File: src/rtl/sd_pkg.sv
// Shared constants and state encoding for the SD block-read arbiter.
package sd_pkg;

    localparam int BLK_BYTES_DEF = 512;  // bytes in one SD block
    localparam int SD_ADDR_W     = 32;   // SD block address width
    localparam int BUF_ADDR_W    = 9;    // SRAM block-buffer address width
    localparam int CNT_W         = 10;   // fill counter, one wider than the buffer index

    typedef enum logic [2:0] {
        ST_IDLE  = 3'd0,
        ST_ISSUE = 3'd1,
        ST_FILL  = 3'd2,
        ST_DONE  = 3'd3,
        ST_FAIL  = 3'd4
    } state_t;

endpackage

File: src/rtl/rr_arb2.sv
// Two-way round-robin picker: a lone request wins outright, a tie goes to
// the requester that was not granted last. Purely combinational.
module rr_arb2 (
    input  logic [1:0] req,
    input  logic       last,
    output logic [1:0] gnt
);

    // one-hot pick from the request pair and the last winner
    always_comb begin
        gnt = 2'b00;
        case (req)
            2'b01:   gnt = 2'b01;
            2'b10:   gnt = 2'b10;
            2'b11:   gnt = last ? 2'b01 : 2'b10;
            default: gnt = 2'b00;
        endcase
    end

endmodule

File: src/rtl/sd_block_arbiter.sv
// Shares one sd_card controller and its 512-byte SRAM buffer between two
// block-read requesters: grants round-robin, issues the read, steers the
// byte stream into the buffer and reports done/timeout to the owner.
module sd_block_arbiter
    import sd_pkg::*;
#(
    parameter int BLK_BYTES = BLK_BYTES_DEF,
    parameter int TIMEOUT   = 1_000_000
) (
    input  logic                  clk,
    input  logic                  reset,
    input  logic                  init_finished,
    input  logic [1:0]            req,
    input  logic [SD_ADDR_W-1:0]  addr0,
    input  logic [SD_ADDR_W-1:0]  addr1,
    output logic [1:0]            gnt,
    output logic [1:0]            done,
    output logic [1:0]            err,
    output logic                  busy,
    output logic                  sd_rd_req,
    output logic [SD_ADDR_W-1:0]  sd_block_addr,
    input  logic [7:0]            sd_dout,
    input  logic                  sd_valid,
    output logic                  buf_we,
    output logic [BUF_ADDR_W-1:0] buf_addr,
    output logic [7:0]            buf_data
);

    // Last byte index of a block; the FSM leaves FILL there so cnt never wraps.
    localparam logic [CNT_W-1:0] CNT_LAST = CNT_W'(BLK_BYTES - 1);
    // The timer holds (cycles since progress - 1), so hitting TIMEOUT-2 with
    // no byte means the next cycle is TIMEOUT cycles after progress.
    localparam logic [31:0]      TMO_LAST = 32'(TIMEOUT - 2);

    state_t               state_q, state_d;
    logic [1:0]           gnt_q, gnt_d;
    logic [SD_ADDR_W-1:0] addr_q, addr_d;
    logic [CNT_W-1:0]     cnt_q, cnt_d;
    logic [31:0]          timer_q, timer_d;
    logic                 last_q, last_d;
    logic [1:0]           arb_gnt;
    logic                 filling;

    rr_arb2 u_arb (
        .req  (req),
        .last (last_q),
        .gnt  (arb_gnt)
    );

    // state and datapath registers, cleared asynchronously
    always_ff @(posedge clk or posedge reset) begin
        if (reset) begin
            state_q <= ST_IDLE;
            gnt_q   <= 2'b00;
            addr_q  <= '0;
            cnt_q   <= '0;
            timer_q <= '0;
            last_q  <= 1'b1;
        end else begin
            state_q <= state_d;
            gnt_q   <= gnt_d;
            addr_q  <= addr_d;
            cnt_q   <= cnt_d;
            timer_q <= timer_d;
            last_q  <= last_d;
        end
    end

    // next-state: grant in IDLE, one issue cycle, fill with timeout, report
    always_comb begin
        state_d = state_q;
        gnt_d   = gnt_q;
        addr_d  = addr_q;
        cnt_d   = cnt_q;
        timer_d = timer_q;
        last_d  = last_q;
        case (state_q)
            ST_IDLE: begin
                if (init_finished && (arb_gnt != 2'b00)) begin
                    gnt_d   = arb_gnt;
                    addr_d  = arb_gnt[1] ? addr1 : addr0;
                    cnt_d   = '0;
                    timer_d = '0;
                    last_d  = arb_gnt[1];
                    state_d = ST_ISSUE;
                end
            end
            ST_ISSUE: begin
                timer_d = '0;
                state_d = ST_FILL;
            end
            ST_FILL: begin
                if (sd_valid) begin
                    cnt_d   = cnt_q + 1'b1;
                    timer_d = '0;
                    if (cnt_q == CNT_LAST) state_d = ST_DONE;
                end else if (timer_q == TMO_LAST) begin
                    state_d = ST_FAIL;
                end else begin
                    timer_d = timer_q + 32'd1;
                end
            end
            ST_DONE, ST_FAIL: begin
                gnt_d   = 2'b00;
                state_d = ST_IDLE;
            end
            default: state_d = ST_IDLE;
        endcase
    end

    // outputs decoded from state; buffer port is live only while filling
    always_comb begin
        filling       = (state_q == ST_FILL);
        gnt           = gnt_q;
        sd_block_addr = addr_q;
        busy          = (state_q != ST_IDLE);
        sd_rd_req     = (state_q == ST_ISSUE);
        done          = (state_q == ST_DONE) ? gnt_q : 2'b00;
        err           = (state_q == ST_FAIL) ? gnt_q : 2'b00;
        buf_we        = filling & sd_valid;
        buf_addr      = filling ? cnt_q[BUF_ADDR_W-1:0] : '0;
        buf_data      = filling ? sd_dout : 8'h00;
    end

endmodule

File: config.mk
export PLATFORM = sky130hd
export DESIGN_NAME = sd_block_arbiter
export DESIGN_NICKNAME = d
export VERILOG_FILES = /design/src/rtl/sd_pkg.sv /design/src/rtl/rr_arb2.sv /design/src/rtl/sd_block_arbiter.sv
export SDC_FILE = /design/constraint.sdc
export NUM_CORES = 1
export LEC_CHECK = 0
export BUFFER_PORTS_ARGS = -buffer_cell sky130_fd_sc_hd__buf_4
export CORE_UTILIZATION = 42
export CTS_CLUSTER_DIAMETER = 30
export CTS_CLUSTER_SIZE = 10
export DETAILED_ROUTE_END_ITERATION = 8
export PLACE_DENSITY_LB_ADDON = 0.2
export SLEW_MARGIN = 40
export SYNTH_ARGS = -nofsm -noshare
export SYNTH_HDL_FRONTEND = slang
export SYNTH_SLANG_ARGS = --single-unit
File: constraint.sdc
create_clock -name clk -period 3.7 [get_ports clk]
set_input_delay 1.11 -clock clk [delete_from_list [all_inputs] [get_ports clk]]
set_output_delay 1.11 -clock clk [all_outputs]
set_load 0.01 [all_outputs]
After elaboration in Yosys (flattened, before gate mapping)
Cells that the tools add are included.
{"block": "word_totals", "regBits": 80, "input_bits": 78, "out_inout_bits": 58, "word_cells": 57}
{"block": "op_classes", "addsub": 2, "n_eq_ne": 14, "n_mux": 21, "n_bitwise": 1, "reduce_logical": 13}
{"operator": "$mux W32", "n": 4}
{"operator": "$pmux W32 S3", "n": 1}
{"operator": "$add A32 B1 Y32 const B", "n": 1}
{"operator": "$eq A32 B20 Y1 const B", "n": 1}
{"operator": "$mux W10", "n": 2}
{"operator": "$pmux W10 S2", "n": 1}
{"operator": "$mux W3", "n": 4}
{"operator": "$add A10 B1 Y10 const B", "n": 1}
{"operator": "$eq A10 B9 Y1 const B", "n": 1}
{"operator": "$mux W9", "n": 1}
{"operator": "$pmux W3 S3", "n": 1}
{"operator": "$reduce_and A3 Y1", "n": 3}
{"operator": "$mux W2", "n": 4}
{"operator": "$mux W8", "n": 1}
{"operator": "$eq A3 B2 Y1 const B", "n": 2}
{"operator": "$ne A3 B2 Y1 const B", "n": 2}
{"operator": "$pmux W2 S3", "n": 1}
{"operator": "$reduce_bool A2 Y1", "n": 3}
{"operator": "$reduce_bool A3 Y1", "n": 2}
{"operator": "$eq A2 B2 Y1 const B", "n": 2}
{"operator": "$ne A2 B2 Y1 const B", "n": 2}
{"operator": "$pmux W2 S2", "n": 1}
{"operator": "$reduce_and A2 Y1", "n": 2}
{"operator": "$eq A3 B1 Y1 const B", "n": 1}
{"operator": "7 further kinds", "n": 7}

Depth between registers and ports, before layout
{"block": "depth", "depth_word": 6, "ltp_mapped": 9}

By module
Synthesis repeated with hierarchy kept, for this count alone.
{"block": "unflattened", "hier_cells": 476, "hier_area_um2": 4498.1}
{"module": "sd_block_arbiter", "n_inst": 1, "cells_each": 473, "area_each_um2": 4479.3, "seq_area_each_um2": 2003.2}
{"module": "rr_arb2", "n_inst": 1, "cells_each": 3, "area_each_um2": 18.8, "seq_area_each_um2": 0.0}

Worst setup path before layout
Ideal clock, no wire load.
{"block": "synth_timing", "path_type": "register to output", "start": "register state_q[2]", "end": "output buf_addr[6]", "arrival_ps": 1325, "path_slack_ps": 1265, "stages_incl_launch_ff": 6, "n_path_buf": 3, "cell_sequence": "dfrtp_1 -> buf_2 -> nor3b_2 -> clkbuf_1 -> clkbuf_1 -> and2_1"}
{"block": "synth_via", "elab_chain_len": 2}
{"element": "start, declared", "line_no": "sd_block_arbiter.sv:35", "text": "state_t state_q, state_d;"}
{"element": "start signal, assigned", "line_no": "sd_block_arbiter.sv:60", "text": "state_q <= state_d;"}
{"element": "$eq A3 B2 Y1", "line_no": "sd_block_arbiter.sv:113", "text": "filling = (state_q == ST_FILL);"}
{"element": "$mux W9", "line_no": "sd_block_arbiter.sv:121", "text": "buf_addr = filling ? cnt_q[BUF_ADDR_W-1:0] : '0;"}
{"element": "end, declared", "line_no": "sd_block_arbiter.sv:25", "text": "output logic [BUF_ADDR_W-1:0] buf_addr,"}
No other way between the ends.

Final worst setup path
{"block": "layout_timing", "start": "register state_q[1]", "end": "output buf_we"}
{"block": "layout_via", "elab_chain_len": 2}
{"element": "$eq A3 B2 Y1", "line_no": "sd_block_arbiter.sv:113"}
{"element": "$and A1 B1 Y1", "line_no": "sd_block_arbiter.sv:120", "text": "buf_we = filling & sd_valid;"}
{"element": "end, declared", "line_no": "sd_block_arbiter.sv:24", "text": "output logic buf_we,"}
No other way between the ends.

==> flow_summary_export.csv <==
group,metric,value,unit
final_layout,ff_latch_area,2003,sq um
global_routing,top_usage_layer,"met2",
sta,finalHoldViolCount,0,
pwr,p_leak,2.885,nW
synth,synthDistinctLibCells,65,
critical_path,critPathLaunch,"state_q[1]",
critical_path,cp.required,2.59,ns
critical_path,r2r_start,"state_q[1]",
critical_path,crit_end,"buf_we",
pwr,vdd_drop_max,0.0004691,V
sta,fin_ws,0.8402,ns
route,vias,4066,
die,dieArea,11130,sq um
die,die_w,105.5,um
sta,fin_crit_sh,0.7729,
die,initial_core_util,0.4340,
die,io_pins,136,
synth,synth_edf_count,0,
route,drt_iter0_markers,161,
critical_path,worstReg2RegEnd,"timer_q[19]",
clocking,cts_tree,"yes",
critical_path,path_cells,"nor3b_2, buf_4, and2_1, buf_4",
route,wire_per_inst,15.39,um
synth,syn_nets,559,
critical_path,r2r_cells,6,
global_routing,antenna_found_initial,0,
clocking,clock_path_buffers,2,
clocking,insertion_delay,0.35,ns
synth,synth_warnings,0,
run_status,status,"finished, final reports clean",
route,routed_via_density,5.472,
clocking,path_clk_slew,0.09,ns
final_layout,fillers,967,
route,antenna_left,0,
global_routing,grtUsageMet3,0.03896,
global_routing,first_global_vias,3912,
final_layout,nets,683,
critical_path,critPathKind,"flop to primary output",
synth,ys_seq_elements,80,
die,die_h,105.5,um
synth,netlist_instances,478,
synth,synth.avg_cell_area,9.415,sq um
sta,drv_slew,0,
critical_path,worstSetupStartpointType,"flop",
die,core,10370,sq um
synth,synthTopCellsByCount,"79 x dfrtp_1, 60 x nand2_1, 47 x o21ai_0, 34 x mux2i_1, 24 x nor2_1",
pwr,cellPowerDensity,565.7,nW/um^2
sta,max_freq,349.7,MHz
placed_design,portBuffers,135,
final_layout,multi_input_area,2350,sq um
sta,fin_crit,2.860,ns
critical_path,r2r_setup_slack,1.30,ns
clocking,postCtsSetupBuffers,0,
global_routing,grt_pass1_wl,19170,um
synth,ys_seq_area_frac,0.4451,
sta,setup_viol,0,
critical_path,cpMaxStageDelayCell,"dfrtp_1",
sta,relSlewSlack,0.4871,
synth,yosys-top-cells-area,"dfrtp_1 44%, mux2i_1 7.6%, o21ai_0 5.2%",
run,max_cap_violations,0,
sta,worstMarginPinSlew,0.7479,ns
route,routed_wl,11430,um
clocking,cts_hold_buffers,0,
critical_path,cp.arrival,1.75,ns
final_layout,diodes,0,
global_routing,met1_usage,0.2849,
critical_path,crit_path_frequent_cell,"buf_4",
clocking,htree_levels,3,
synth,yosysTopAreaCellShare,0.4393,
placed_design,detailed_place_hpwl,8162,um
global_routing,use_met2,0.3529,
clocking,ctsResizeCount,0,
critical_path,critPathMaxFanout,21,
placed_design,finalWeightedCongestion,0.8122,
global_routing,grt_usage,0.2144,
die,core.rowCount,37,
final_layout,drive_gt1_frac,0.2998,
min_path,min_path_type,"flop to flop",
critical_path,crit_path_end_kind,"primary output",
clocking,ctsRootBufferMaster,"clkbuf_8",
synth,synthesis.area,4501,sq um
placed_design,post-place-ws,0.9514,ns
route,dr.pass1.iters,4,
synth,yosysMostFrequentCell,"dfrtp_1",
route,drc_errors,0,
clocking,cts_sinks,80,
global_routing,grt_max_degree,60,
synth,async_flop_share,1.000,
synth,yosys.area.top_type,"dfrtp_1",
global_routing,grt_overflow,0,
synth,synthFlopType,"dfrtp_1",
sta,fin_tns_setup,0,ns
sta,rsz0062_at_grt,"false",
clocking,numCtsBuffers,9,
sta,skew,0.01289,ns
final_layout,syn_to_final_growth,30.33,%
critical_path,cp_slowest_stage_delay,0.58,ns
## metal layers
| metal | up-vias | routed length, um |
|---|---|---|
| met5 | - | 0 |
| met4 | 0 | 163 |
| met3 | 16 | 633 |
| met2 | 125 | 5537 |
| met1 | 1938 | 5100 |
| li1 | 1987 | - |
## flip-flops by register name (all words and copies together) (netlist names)
signal	count
state_q	3
gnt	2
last_q	1
sd_block_addr	32
cnt_q	10
timer_q	32
## worst min path at each step
stage | start | end | slack, ns | cells after the start
CTS | sd_block_addr[22] | sd_block_addr[22] | 0.49 | 2
global route | sd_block_addr[23] | sd_block_addr[23] | 0.51 | 2
finish | sd_block_addr[22] | sd_block_addr[22] | 0.48 | 2
detailed placement | sd_block_addr[22] | sd_block_addr[22] | 0.47 | 2
global placement | sd_block_addr[8] | sd_block_addr[8] | 0.46 | 2
floorplan | last_q | last_q | 0.44 | 2
## cell usage in the layout, fill, tap and decap left out, types with 3 or more instances in the layout
master    netlist  layout
xnor2_1         9       9
nand4_1         9       9
mux2i_1        34      34
inv_1           6       5
o21a_1          3       3
and2_1         21      21
nor2_1         24      24
buf_4           3     144
and4_1          3       3
or2_2           3       3
clkbuf_8        0      11
a21oi_1         5       5
nand3_1        15      15
nor4_4          3       3
nand2b_1        6       6
o21ai_0        47      47
and3_1         12      12
a31oi_1         5       5
o31ai_1        12      11
nor4b_1         4       4
nor3_1         16      16
a211o_1        10      10
ha_1            3       3
nor4_1         10       9
dfrtp_1        79      79
nand2_1        60      60
## metrics by stage
stage               total power [mW]    util  hold WS [ns]  area (sq um)  instances
CTS                            3.342  0.5650        0.4895          5859        743
global placement               2.537  0.5421        0.4625          5622        727
global route                   3.534  0.5656        0.5061          5866        743
finish                         3.318  0.5656        0.4828          5866        743
detailed placement             2.570  0.5421        0.4713          5622        727
floorplan                      1.973       -        0.4369          4501        478
## worst max-delay path: cells and delay by family (launching register included)
| family | cells | cell delay [ns] |
|---|---|---|
| buf+inv | 2 | 0.37 |
| simple gates | 2 | 0.44 |
| flops | 1 | 0.58 |
## cells by family (layout without fill, tap and decap cells)
group	after synthesis	after routing	share of synthesized area
flops	80	80	0.4451
simple gates	208	208	0.2577
mux	35	35	0.07812
buf+inv	37	166	0.03781
xor+xnor	10	10	0.01946
fa+ha+maj	3	3	0.008341
compound gates	105	105	0.1535
## where the power goes
group          total (mW)  internal [mW]  switching [mW]  leakage, nW
Sequential           1.28           1.10           0.182         1.06
Clock               0.772          0.424           0.348        0.121
Combinational        1.27          0.584           0.683         1.71
## layout make-up
type	instances	share of cell area
multi-input combinational	361	0.4006
sequential	80	0.3415
timing repair buffer	144	0.1843
tap	136	0.02901
clock buffer	11	0.02581
clock inverter	5	0.01472
inverter	6	0.004053
(Power assumes the default switching activity.)
